===== config.mk =====
export PLATFORM = sky130hd
export DESIGN_NAME = obi_debug_master_arbiter_flat
export DESIGN_NICKNAME = d
export VERILOG_FILES = /design/src/rtl/obi_debug_master_arbiter_if.sv /design/src/rtl/obi_debug_master_arbiter.sv /design/src/flat_wrapper.sv
export SDC_FILE = /design/constraint.sdc
export NUM_CORES = 1
export LEC_CHECK = 0
export CELL_PAD_IN_SITES_DETAIL_PLACEMENT = 1
export CELL_PAD_IN_SITES_GLOBAL_PLACEMENT = 1
export CORE_AREA = 2 2 132 134
export DETAILED_ROUTE_END_ITERATION = 7
export DIE_AREA = 0 0 134 136
export PLACE_DENSITY_LB_ADDON = 0.3
export SYNTH_ARGS = -nofsm -noshare
export SYNTH_HDL_FRONTEND = slang
export SYNTH_SLANG_ARGS = --single-unit

===== constraint.sdc =====
create_clock -name clk_i -period 2.87 [get_ports clk_i]
set_input_delay 0.861 -clock clk_i [delete_from_list [all_inputs] [get_ports clk_i]]
set_output_delay 0.861 -clock clk_i [all_outputs]
set_load 0.02 [all_outputs]

===== src/rtl/obi_debug_master_arbiter_if.sv =====
// Shared OBI types and the bus bundle for the debug master arbiter.
//   obi_req_t  : address phase (req, we, addr, be, wdata)
//   obi_resp_t : response (gnt, rvalid, rdata)
//   interface  : NUM_REQ requester ports (req_i/resp_o) plus the shared
//                master port (master_req_o/master_resp_i).
//   modport slave  : arbiter side
//   modport master : environment side (requesters and the system bus)

package obi_debug_master_arbiter_pkg;
    typedef struct packed {
        logic        req;
        logic        we;
        logic [31:0] addr;
        logic [3:0]  be;
        logic [31:0] wdata;
    } obi_req_t;

    typedef struct packed {
        logic        gnt;
        logic        rvalid;
        logic [31:0] rdata;
    } obi_resp_t;
endpackage

interface obi_debug_master_arbiter_if #(
    parameter int NUM_REQ = 2
);
    import obi_debug_master_arbiter_pkg::*;

    obi_req_t  [NUM_REQ-1:0] req_i;
    obi_resp_t [NUM_REQ-1:0] resp_o;
    obi_req_t                master_req_o;
    obi_resp_t               master_resp_i;

    modport slave  (input  req_i, master_resp_i, output resp_o, master_req_o);
    modport master (output req_i, master_resp_i, input  resp_o, master_req_o);
endinterface


===== src/rtl/obi_debug_master_arbiter.sv =====
// Round-robin arbiter sharing one OBI master port between NUM_REQ requesters.
// An address phase that is not granted immediately is locked until granted so
// the shared port stays stable; a FIFO of issuer indices routes each response
// back to the requester that issued it.
//   clk_i, rst_i : clock, asynchronous active-high reset
//   bus          : requester and shared master OBI signals (slave modport)
//   busy_o       : transactions outstanding or an address phase locked
//   err_o        : sticky, set by an rvalid with nothing outstanding
//   err_clr_i    : clears err_o (a coincident new error wins)
//
//   state  | meaning
//   IDLE   | free to pick a requester round-robin from rr_ptr
//   LOCKED | an ungranted address phase from sel_q is held on the master port

module obi_debug_master_arbiter
    import obi_debug_master_arbiter_pkg::*;
#(
    parameter int NUM_REQ         = 2,
    parameter int MAX_OUTSTANDING = 2
) (
    input  logic                      clk_i,
    input  logic                      rst_i,
    obi_debug_master_arbiter_if.slave bus,
    output logic                      busy_o,
    output logic                      err_o,
    input  logic                      err_clr_i
);
    localparam int IDX_W = $clog2(NUM_REQ);
    localparam int PTR_W = (MAX_OUTSTANDING > 1) ? $clog2(MAX_OUTSTANDING) : 1;
    localparam int CNT_W = $clog2(MAX_OUTSTANDING + 1);

    typedef enum logic {IDLE, LOCKED} state_t;

    state_t                 state_q, state_d;
    logic [IDX_W-1:0]       rr_ptr_q, sel_q, sel, pick, cand;
    logic                   found;
    logic [IDX_W-1:0]       id_q [MAX_OUTSTANDING];
    logic [PTR_W-1:0]       wr_ptr_q, rd_ptr_q;
    logic [CNT_W-1:0]       count_q;
    logic                   err_q;
    obi_req_t               mreq;
    obi_resp_t [NUM_REQ-1:0] resp;
    logic                   issue_ok, push, pop, orphan;

    // A pop in this cycle does not open a slot until the next cycle.
    assign issue_ok = count_q < CNT_W'(MAX_OUTSTANDING);

    // First requesting index at or above rr_ptr, wrapping around.
    always_comb begin
        found = 1'b0;
        pick  = rr_ptr_q;
        cand  = '0;
        for (int k = 0; k < NUM_REQ; k++) begin
            cand = IDX_W'((int'(rr_ptr_q) + k) % NUM_REQ);
            if (!found && bus.req_i[cand].req) begin
                found = 1'b1;
                pick  = cand;
            end
        end
    end

    always_comb begin
        state_d = state_q;
        sel     = pick;
        mreq    = '0;
        case (state_q)
            IDLE: begin
                if (issue_ok && found) mreq = bus.req_i[pick];
                if (mreq.req && !bus.master_resp_i.gnt) state_d = LOCKED;
            end
            LOCKED: begin
                // Mirrors the owner even if it drops req, so the port follows it to 0.
                sel  = sel_q;
                mreq = bus.req_i[sel_q];
                if (bus.master_resp_i.gnt || !mreq.req) state_d = IDLE;
            end
            default: state_d = IDLE;
        endcase
    end

    assign push   = mreq.req & bus.master_resp_i.gnt;
    assign pop    = bus.master_resp_i.rvalid & (count_q != '0);
    assign orphan = bus.master_resp_i.rvalid & (count_q == '0);

    always_comb begin
        resp           = '0;
        resp[sel].gnt  = push;
        if (pop) begin
            resp[id_q[rd_ptr_q]].rvalid = 1'b1;
            resp[id_q[rd_ptr_q]].rdata  = bus.master_resp_i.rdata;
        end
    end

    // Outputs are forced quiet while reset is held, even if requesters keep req up.
    assign bus.master_req_o = rst_i ? '0 : mreq;
    assign bus.resp_o       = rst_i ? '0 : resp;
    assign busy_o           = (count_q != '0) | (state_q == LOCKED);
    assign err_o            = err_q;

    always_ff @(posedge clk_i or posedge rst_i) begin
        if (rst_i) begin
            state_q  <= IDLE;
            sel_q    <= '0;
            rr_ptr_q <= '0;
            wr_ptr_q <= '0;
            rd_ptr_q <= '0;
            count_q  <= '0;
            err_q    <= 1'b0;
            for (int i = 0; i < MAX_OUTSTANDING; i++) id_q[i] <= '0;
        end else begin
            state_q <= state_d;
            if (state_q == IDLE) sel_q <= pick;
            if (push) begin
                id_q[wr_ptr_q] <= sel;
                wr_ptr_q <= (wr_ptr_q == PTR_W'(MAX_OUTSTANDING - 1)) ? '0 : wr_ptr_q + 1'b1;
                rr_ptr_q <= (sel == IDX_W'(NUM_REQ - 1)) ? '0 : sel + 1'b1;
            end
            if (pop) begin
                rd_ptr_q <= (rd_ptr_q == PTR_W'(MAX_OUTSTANDING - 1)) ? '0 : rd_ptr_q + 1'b1;
            end
            case ({push, pop})
                2'b10:   count_q <= count_q + 1'b1;
                2'b01:   count_q <= count_q - 1'b1;
                default: count_q <= count_q;
            endcase
            if (orphan)         err_q <= 1'b1;
            else if (err_clr_i) err_q <= 1'b0;
        end
    end
endmodule


===== src/flat_wrapper.sv =====
// flat-port wrapper written by rule: the top's interface ports become plain ports
module obi_debug_master_arbiter_flat import obi_debug_master_arbiter_pkg::*;
#(
    parameter int NUM_REQ         = 2,
    parameter int MAX_OUTSTANDING = 2
)
  (clk_i, rst_i, busy_o, err_o, err_clr_i, bus_req_i, bus_master_resp_i, bus_resp_o, bus_master_req_o);
  obi_debug_master_arbiter_if #(.NUM_REQ(NUM_REQ)) bus_i ();
  input  logic clk_i;
  input  logic rst_i;
  output logic busy_o;
  output logic err_o;
  input  logic err_clr_i;
  input wire logic [$bits(bus_i.req_i)-1:0] bus_req_i;
  input wire logic [$bits(bus_i.master_resp_i)-1:0] bus_master_resp_i;
  output wire logic [$bits(bus_i.resp_o)-1:0] bus_resp_o;
  output wire logic [$bits(bus_i.master_req_o)-1:0] bus_master_req_o;
  assign bus_i.req_i = bus_req_i;
  assign bus_i.master_resp_i = bus_master_resp_i;
  assign bus_resp_o = bus_i.resp_o;
  assign bus_master_req_o = bus_i.master_req_o;
  obi_debug_master_arbiter #(.NUM_REQ(NUM_REQ), .MAX_OUTSTANDING(MAX_OUTSTANDING)) u_core (.clk_i(clk_i), .rst_i(rst_i), .bus(bus_i), .busy_o(busy_o), .err_o(err_o), .err_clr_i(err_clr_i));
endmodule

======== Word-level counts from Yosys, hierarchy flattened ========
Cells that the tools add are included.
operators by class
  add/subtract/negate cells ............... 6
  magnitude comparators ................... 12
  equal/unequal tests ..................... 2
  muxes and demuxes ....................... 41
  bitwise gates (word level) .............. 8
  reductions and logical operators ........ 14
operators by type and width
  cell                 number
  $mux 70              11
  $pmux 70 s2          1
  $bwmux 68            2
  $mux 68              2
  $demux 34 s1         3
  $and 68x68->68       1
  $mux 34              1
  $mux 33              1
  $mux 32              1
  $mux 1               15
  $lt 1x2->1 const B   6
  $logic_and 1x1->1    6
  $reduce_bool 2->1    3
  $add 1x1->1 const B  4
  $ge 2x2->1 const B   2
  $not 1->2            2
  $pmux 2 s2           1
  $and 1x1->1          3
  $logic_not 1->1      3
  $add 2x1->2 const B  1
  $bwmux 2             1
  $eq 2x1->1 const B   1
  $eq 2x2->1 const B   1
  $ge 1x1->1 const B   2
  other kinds (9)      9
word-level totals
  bits in registers ....................... 10
  bits of input ports ..................... 177
  output and inout bits ................... 140
  word-level logic and storage cells ...... 92

======== Logic depth before layout (Yosys ltp) ========
Gate-level depths: netlist (run 1).
  depth after elaboration ................. 17
  gate-level depth with buffers ........... 7
  depth with buffers taken out ............ 6

======== Worst setup path after synthesis (run 1) ========
OpenSTA, ideal clock, no wires.
  path kind ............................... input port to output port
  start ................................... input bus_req_i[69]
  end ..................................... output bus_master_req_o[59]
  arrival time ............................ 2254 ps
  data required time ...................... 2009 ps
  path slack .............................. -245 ps
  cell stages on the path ................. 6
  buffers on the path ..................... 3
  cells stage by stage .................... buf_2 a21oi_2 buf_2 buf_2 a21oi_1 o32ai_1
between the ends
  word-level cells in the longest chain between the ends .. 12
  elaborated cells on any way between the ends .. 16
  those cells by class .................... 13 x mux; 3 x reduce/logical
RTL lines
  what                                         RTL line                        RTL
  start, declared                              flat_wrapper.sv:14              input wire logic [$bits(bus_i.req_i)-1:0] bus_req_i;
  $mux 70 (not written as such) (2 in series)  obi_debug_master_arbiter.sv:55  if (!found && bus.req_i[cand].req) begin
  $mux 1                                       obi_debug_master_arbiter.sv:55
  $logic_not 1->1                              obi_debug_master_arbiter.sv:55
  $logic_and 1x1->1                            obi_debug_master_arbiter.sv:55
  $mux 1                                       obi_debug_master_arbiter.sv:55
  $mux 70 (not written as such) (2 in series)  obi_debug_master_arbiter.sv:68  if (issue_ok && found) mreq = bus.req_i[pick];
  $mux 70 (*)                                  obi_debug_master_arbiter.sv:68
  $mux 70 (*)                                  obi_debug_master_arbiter.sv:66  case (state_q)
  $pmux 70 s2 (*)                              obi_debug_master_arbiter.sv:66
  $mux 70 (*)                                  obi_debug_master_arbiter.sv:95  assign bus.master_req_o = rst_i ? '0 : mreq;
  end, declared                                flat_wrapper.sv:17              output wire logic [$bits(bus_i.master_req_o)-1:0] bus_master_req_o;
Mark *: on every way between the ends. The rest lies on a longest branch, timed or not. The select of a mux whose other input is x is not followed.

======== Worst setup path after layout (run 1) ========
  start ................................... input rst_i
  end ..................................... output bus_master_req_o[37]
between the ends
  word-level cells in the longest chain between the ends .. 1
RTL lines
  what             RTL line                        RTL
  start, declared  flat_wrapper.sv:10              input logic rst_i;
  $mux 70          obi_debug_master_arbiter.sv:95
Every way passes these cells.

==> impl_metrics.csv, run 1 <==
group,metric,value,unit
finish,final_util,0.572,
die,dieArea,18200,µm²
clock_tree,cts-root-buf,"clkbuf_16",
logic_synthesis,syn_inst,443,
power_and_ir_drop,p_per_area,652,nW/µm²
clock_tree,clkLatencyLatePin,240,ps
placed_design,place_area,7820,µm²
power_and_ir_drop,p_leak,3.77,nW
detailed_routing,first_iter_violations,115,
die,fp.coreArea,16900,µm²
critical_path,arrival,2240,ps
clock_tree,path_clk_slew,40,ps
clock_tree,cts_made_buffers,3,
clock_tree,h-tree-depth,1,
detailed_routing,ant_nets,0,
finish,nets,1003,
die,die_h,136,µm
logic_synthesis,ys_warn_count,0,
power_and_ir_drop,ir_drop,0.267,mV
logic_synthesis,synth_most_common_cell,"nor2_1",
power_and_ir_drop,power.switching,2.92,mW
logic_synthesis,yosysTopAreaCell,"mux2i_1",
logic_synthesis,synth_ff_type,"dfrtp_1",
detailed_routing,wl,23400,µm
clock_tree,cts_buffer_depth,2,
sta,rsz0062_at_grt,"true",
finish,final_area,9660,µm²
grt,grt.total_usage,0.245,
placed_design,portBuffers,316,
clock_tree,clock_sinks,10,
logic_synthesis,synth_common_cells,"nor2_1, mux2i_1, a21oi_1, and2_1, o32ai_1",
detailed_routing,viasPerCell,5.02,
logic_synthesis,syn_area_per_cell,7.06,µm²
finish,layout-drive-gt1-share,0.502,
placed_design,gp_congestion,0.794,
finish,fill_cells,1752,
sta,setup-tns-final,-9450,ps
power_and_ir_drop,combPwrFrac,0.908,
die,fp.dieW,134,µm
logic_synthesis,syn_nets,621,
logic_synthesis,synthArstFlopShare,1.00,
sta,maxSlewHeadroom,0.719,
power_and_ir_drop,power.internal,3.37,mW
clock_tree,holdBufCountCts,0,
grt,antenna_found_initial,0,
detailed_routing,drc,0,
logic_synthesis,synth_edf_count,0,
sta,hold_violations,0,
logic_synthesis,synth-seq-cells,10,
power_and_ir_drop,p_seq_frac,0.047,
grt,grt_pass1_wl,34800,µm
power_and_ir_drop,p_clk_frac,0.044,
power_and_ir_drop,power,6.29,mW
grt,grt_max_degree,39,
min_path,hold_path.class,"reg2reg",
critical_path,cp_max_fo,6,
critical_path,critPathKind,"in2out",
sta,tightestPinTransition,409,ps
critical_path,start_kind,"input pin",
status,outcome,"finished with violations",
detailed_routing,first_pass_iters,6,
die,num_rows,48,
die,initial_core_util,0.185,
grt,grt-ovfl-total,0,
sta,drv_slew,0,
detailed_routing,vias,5263,
detailed_routing,routedWlPerCell,22.3,µm
logic_synthesis,synth_sequential_area_ratio,0.0800,
sta,fin_ws,-235,ps
logic_synthesis,synth.distinct_cells,32,
die,pin_count,317,
logic_synthesis,syn_area,3130,µm²
finish,n_antenna_cell,0,
finish,area_growth,209,%
logic_synthesis,synth_area_leaders,"mux2i_1, o32ai_1, and2_1",
clock_tree,cts_tree,"yes",
status,violations,"setup timing",
critical_path,critPathRequiredTime,2010,ps
sta,fin_crit,3110,ps
sta,finClkSkew,0.315,ps
logic_synthesis,synth_top_area_share,0.224,
critical_path,end_kind,"output pin",
placed_design,hpwl,15300,µm
power_and_ir_drop,swShare,0.464,
grt,first_global_vias,5984,
sta,setup_viol,70,
sta,finalCritPeriodShare,1.08,
flow_run,cap_violations,0,
sta,maxClockFrequency,322,MHz
## state kept, by name, indices dropped and copies added, names as in the netlist
register	count
u_core.err_o	1
u_core.rr_ptr_q	1
u_core.sel_q	1
u_core.state_q	1
u_core.rd_ptr_q	1
u_core.count_q	2
u_core.wr_ptr_q	1
u_core.id_q	2
## final cells by class
type	count	area, µm²	area share
sequential	10	254	0.0263
multi-input combinational	378	4250	0.440
timing repair buffer	426	4750	0.492
clock buffer	4	88.8	0.00920
inverter	6	30.0	0.00311
tap	225	282	0.0292
## placed cells by master (no fill, tap or decap), types with 2 or more instances in the layout
cell type        count
inv_2                2
nor3_4               2
o32ai_4             62
or3_4                2
xnor2_1              3
nand2_1              3
maj3_4               2
o21ai_0              2
a21oi_1             63
o21ai_4              2
buf_4               58
dfrtp_1              9
and2_4               3
o32ai_2              7
a21oi_2              6
inv_1                3
buf_2               36
clkdlybuf4s15_2      8
and2_1              61
nor2_4              35
buf_12              33
buf_6               90
mux2_1               2
clkdlybuf4s50_1    174
nor2_1              14
buf_16              16
nor2_2              26
clkbuf_16            6
buf_8                4
mux2i_1             70
## timing repair
action | in CTS | in global routing
pin swaps | 62 | 21
setup endpoints to repair | 138 | 101
gates cloned | 20 | 3
gates resized for setup | 834 | 99
setup buffers | 42 | 11
## worst max-delay path, stage by stage
cell and delay [ps]:
buf_8 100, or3_4 430, buf_12 170, buf_12 150
buf_12 130, o32ai_4 240, buf_6 150
## per-layer routing
layer | track usage | vias up | share of wire
met5 | 0 | - | 0
met4 | 0.0556 | 0 | 0.017
li1 | - | 2449 | -
met1 | 0.272 | 2586 | 0.39
met3 | 0.0641 | 27 | 0.065
met2 | 0.465 | 201 | 0.53
## final timing paths
path / from / slack, ps / to / depth (start not counted)
setup reg to reg: u_core.count_q[1]$_DFFE_PP0P_ / 130 / u_core.count_q[1]$_DFFE_PP0P_ / 17
min in group asynchronous: rst_i / 790 / u_core.err_o$_DFFE_PP0P_ / 4
hold / removal: u_core.id_q[0]$_DFFE_PP0P_ / 490 / u_core.id_q[0]$_DFFE_PP0P_ / 1
hold reg to reg: u_core.id_q[0]$_DFFE_PP0P_ / 490 / u_core.id_q[0]$_DFFE_PP0P_ / 1
max in group asynchronous: rst_i / 1940 / u_core.sel_q$_DFF_PP0_ / 4
setup / recovery: rst_i / -240 / bus_master_req_o[37] / 7
## metrics by stage
step / hold slack (ps) / setup WS, ps / std cells
after floorplan: 450 / -145 / 443
final: 492 / -235 / 1049
after CTS: 488 / -263 / 1042
after global routing: 511 / -261 / 1049
after global placement: 473 / -969 / 976
after detailed placement: 479 / -1050 / 976
## power by group through the flow
stage	clock network (mW)	registers, mW	logic, mW
detailed placement	0	0.285	4.26
floorplan	0	0.265	2.58
CTS	0.282	0.296	5.43
global placement	0	0.278	4.16
global route	0.287	0.311	6.01
finish	0.277	0.298	5.72
## cell families (layout without fill, tap and decap cells)
logic type	count (synthesis)	in the layout	synth area share
AO/OA/AOI/OAI	146	146	0.346
XOR/XNOR	5	5	0.0140
adder cells (fa/ha/maj)	2	3	0.00760
buffers and inverters	57	436	0.0800
flip-flops	10	10	0.0800
multiplexers	72	72	0.231
AND/OR/NAND/NOR	151	152	0.241
Note: power is estimated with default switching activity, not from simulation.
==> run 2: changes to the inputs <==
--- a/config.mk
+++ b/config.mk
@@ -7,10 +7,10 @@
 export LEC_CHECK = 0
 export CELL_PAD_IN_SITES_DETAIL_PLACEMENT = 1
 export CELL_PAD_IN_SITES_GLOBAL_PLACEMENT = 1
-export CORE_AREA = 2 2 132 134
+export CORE_AREA = 2 2 139 141
 export DETAILED_ROUTE_END_ITERATION = 7
-export DIE_AREA = 0 0 134 136
-export PLACE_DENSITY_LB_ADDON = 0.3
+export DIE_AREA = 0 0 141 143
+export PLACE_DENSITY = 0.77
 export SYNTH_ARGS = -nofsm -noshare
 export SYNTH_HDL_FRONTEND = slang
 export SYNTH_SLANG_ARGS = --single-unit
==> constraint.sdc (replaced) <==
create_clock -name clk_i -period 2.67 [get_ports clk_i]
set_input_delay 0.801 -clock clk_i [delete_from_list [all_inputs] [get_ports clk_i]]
set_output_delay 0.801 -clock clk_i [all_outputs]
set_load 0.02 [all_outputs]
==> run 2 against run 1 <==
- the flow still finishes with violations (setup timing)
- worst setup slack better by 34 ps
- clock-buffer cell count is the same
- clock skew increased by 3.8 ps
- critical path depth shrank 1
- global-route usage fell by 4.8 points
- die area increased by 11%
- routed wire length is 7.2% lower
- power decreased by 3.4%
- sequential cell count did not move
==> impl_metrics.csv, run 2 (synthesis gave the netlist of run 1 again) <==
group,metric,value,unit
die,dieArea,20200,µm²
grt,first_global_vias,5536,
grt,grt.total_usage,0.196,
grt,antenna_found_initial,0,
die,initial_core_util,0.168,
flow_run,cap_violations,0,
sta,fin_crit,2870,ps
power_and_ir_drop,ir_drop,0.280,mV
sta,hold_violations,0,
power_and_ir_drop,p_leak,3.52,nW
finish,mostFrequentLayoutCells,"clkdlybuf4s50_1, mux2i_1, buf_6, a21oi_1, buf_4",
critical_path,r2r-end,"u_core.count_q[1]$_DFFE_PP0P_",
status,outcome,"finished with violations",
sta,finClkSkew,4.16,ps
grt,grt_pass1_wl,31500,µm
clock_tree,cts_made_buffers,3,
status,violations,"setup timing",
detailed_routing,vias,5015,
die,num_rows,50,
power_and_ir_drop,power.switching,2.89,mW
detailed_routing,viasPerCell,4.89,
finish,n_antenna_cell,0,
min_path,worstHoldEndpoint,"u_core.id_q[0]$_DFFE_PP0P_",
critical_path,end_kind,"output pin",
finish,area_growth,182,%
clock_tree,clkLatencyLatePin,240,ps
clock_tree,h-tree-depth,1,
critical_path,r2r_start,"u_core.state_q$_DFF_PP0_",
critical_path,critPathKind,"in2out",
power_and_ir_drop,p_seq_frac,0.047,
placed_design,portBuffers,316,
critical_path,crit_slowest_cell,"or3_4",
finish,stdcell_count,1025,
detailed_routing,drc,0,
placed_design,placed_cells,986,
die,fp.coreArea,18600,µm²
detailed_routing,first_pass_iters,4,
clock_tree,cts-root-buf,"clkbuf_16",
placed_design,gp_congestion,0.807,
placed_design,place_ws,-1080,ps
grt,grt_max_degree,44,
sta,maxClockFrequency,348,MHz
critical_path,start_kind,"input pin",
finish,layout_commonest_cell,"clkdlybuf4s50_1",
detailed_routing,wl,21700,µm
critical_path,path_cells,"buf_8, or3_4, buf_12, clkbuf_16, o32ai_4, buf_6",
detailed_routing,routedWlPerCell,21.2,µm
critical_path,arrival,2070,ps
clock_tree,holdBufCountCts,0,
sta,rsz0062_at_grt,"true",
critical_path,path_buf_inv,4,
clock_tree,clock_sinks,10,
power_and_ir_drop,combPwrFrac,0.903,
critical_path,r2r_setup_slack,740,ps
power_and_ir_drop,power.internal,3.19,mW
die,pin_count,317,
detailed_routing,ant_nets,0,
power_and_ir_drop,swShare,0.476,
finish,layout-drive-gt1-share,0.480,
critical_path,cp_max_fo,8,
sta,finalCritPeriodShare,1.08,
critical_path,max_stage_delay,380,ps
finish,nets,970,
power_and_ir_drop,p_clk_frac,0.051,
clock_tree,path_clk_slew,40,ps
sta,tightestPinTransition,345,ps
sta,setup_viol,71,
finish,fill_cells,2042,
sta,setup-tns-final,-10620,ps
critical_path,critPathRequiredTime,1870,ps
critical_path,crit_family,"buffers and inverters",
die,fp.dieW,141,µm
die,die_h,143,µm
critical_path,r2r_cells,7,
sta,drv_slew,0,
min_path,worstHoldStart,"u_core.id_q[0]$_DFFE_PP0P_",
placed_design,hpwl,14300,µm
clock_tree,cts_buffer_depth,2,
sta,fin_ws,-202,ps
grt,grt-ovfl-total,0,
min_path,hold_path.class,"reg2reg",
power_and_ir_drop,p_per_area,690,nW/µm²
finish,largestRegisters,"u_core.count_q (2), u_core.id_q (2)",
min_path,hold_depth,1,
clock_tree,cts_tree,"yes",
sta,maxSlewHeadroom,0.763,
detailed_routing,first_iter_violations,97,
run 2: cell types whose count changed in the layout (fill, tap and decap cells not counted), moves of 5 or more:
| cell | delta |
|---|---|
| nor2_2 | +6 |
| buf_2 | +10 |
| buf_6 | -20 |
| and2_4 | +9 |
| o32ai_2 | +16 |
| a21oi_2 | -6 |
| clkdlybuf4s15_2 | -5 |
| buf_12 | -12 |
| a21oi_1 | +6 |
| and2_1 | -9 |
| o32ai_4 | -16 |
| buf_16 | -6 |
| nor2_4 | -8 |
run 2: worst register-to-register path, delay by kind of cell, from the launching register on:
| kind | cells | cell delay (ps) |
|---|---|---|
| AOI/OAI and AO/OA | 2 | 490 |
| xor gates and xnor gates | 1 | 170 |
| adders and majority gates | 1 | 310 |
| buffers and inverters | 2 | 380 |
| DFF | 1 | 370 |
| and+or+nand+nor | 1 | 130 |
run 2: what timing repair did:
| action | 4_1_cts | 5_1_grt |
|---|---|---|
| gates cloned | 14 | 6 |
| pin swaps | 59 | 36 |
| buffers inserted | 16 | 5 |
| endpoints found under the setup margin | 138 | 107 |
| gates resized for setup | 808 | 81 |
run 2: power by group through the flow:
stage	registers [mW]	logic, mW	clock network (mW)
final	0.284	5.49	0.308
after detailed placement	0.281	4.39	0
after floorplan	0.286	2.54	0
after global placement	0.277	4.35	0
after CTS	0.283	5.22	0.317
after global routing	0.295	5.80	0.326
run 2: worst max path at each step:
stage	from	endpoint	slack (ps)	cells after the start
2_1_floorplan	rst_i	bus_master_req_o[1]	-130	4
3_3_place_gp	bus_req_i[139]	bus_master_req_o[54]	-1070	7
3_5_place_dp	bus_req_i[139]	bus_master_req_o[53]	-1080	7
4_1_cts	rst_i	bus_master_req_o[59]	-230	6
5_1_grt	bus_req_i[139]	bus_master_req_o[63]	-250	9
6_report	rst_i	bus_master_req_o[27]	-200	6
run 2: layout make-up:
| type | instances | area, µm² | share of cell area |
|---|---|---|---|
| clock buffers | 4 | 88.8 | 0.0101 |
| multi-input cells | 376 | 3990 | 0.453 |
| well taps | 234 | 293 | 0.0332 |
| inverters | 6 | 31.3 | 0.00355 |
| repair buffers | 395 | 4160 | 0.472 |
| flip-flops and latches | 10 | 254 | 0.0288 |
run 2: metal layers:
layer	part of all wire	vias up	wire length, µm	global-route usage
met5	0	-	0	0
met4	0.011	0	232	0.0337
met3	0.060	21	1300	0.0386
met2	0.53	194	11400	0.367
met1	0.40	2437	8720	0.236
li1	-	2363	-	-
run 2: per-stage QoR:
step	utilization	power, mW	instance area, µm²	hold WS [ps]
CTS	0.451	5.82	8380	490
global route	0.475	6.42	8820	506
finish	0.475	6.08	8820	489
global placement	0.408	4.63	7580	469
floorplan	-	2.82	3830	450
detailed placement	0.408	4.67	7580	481
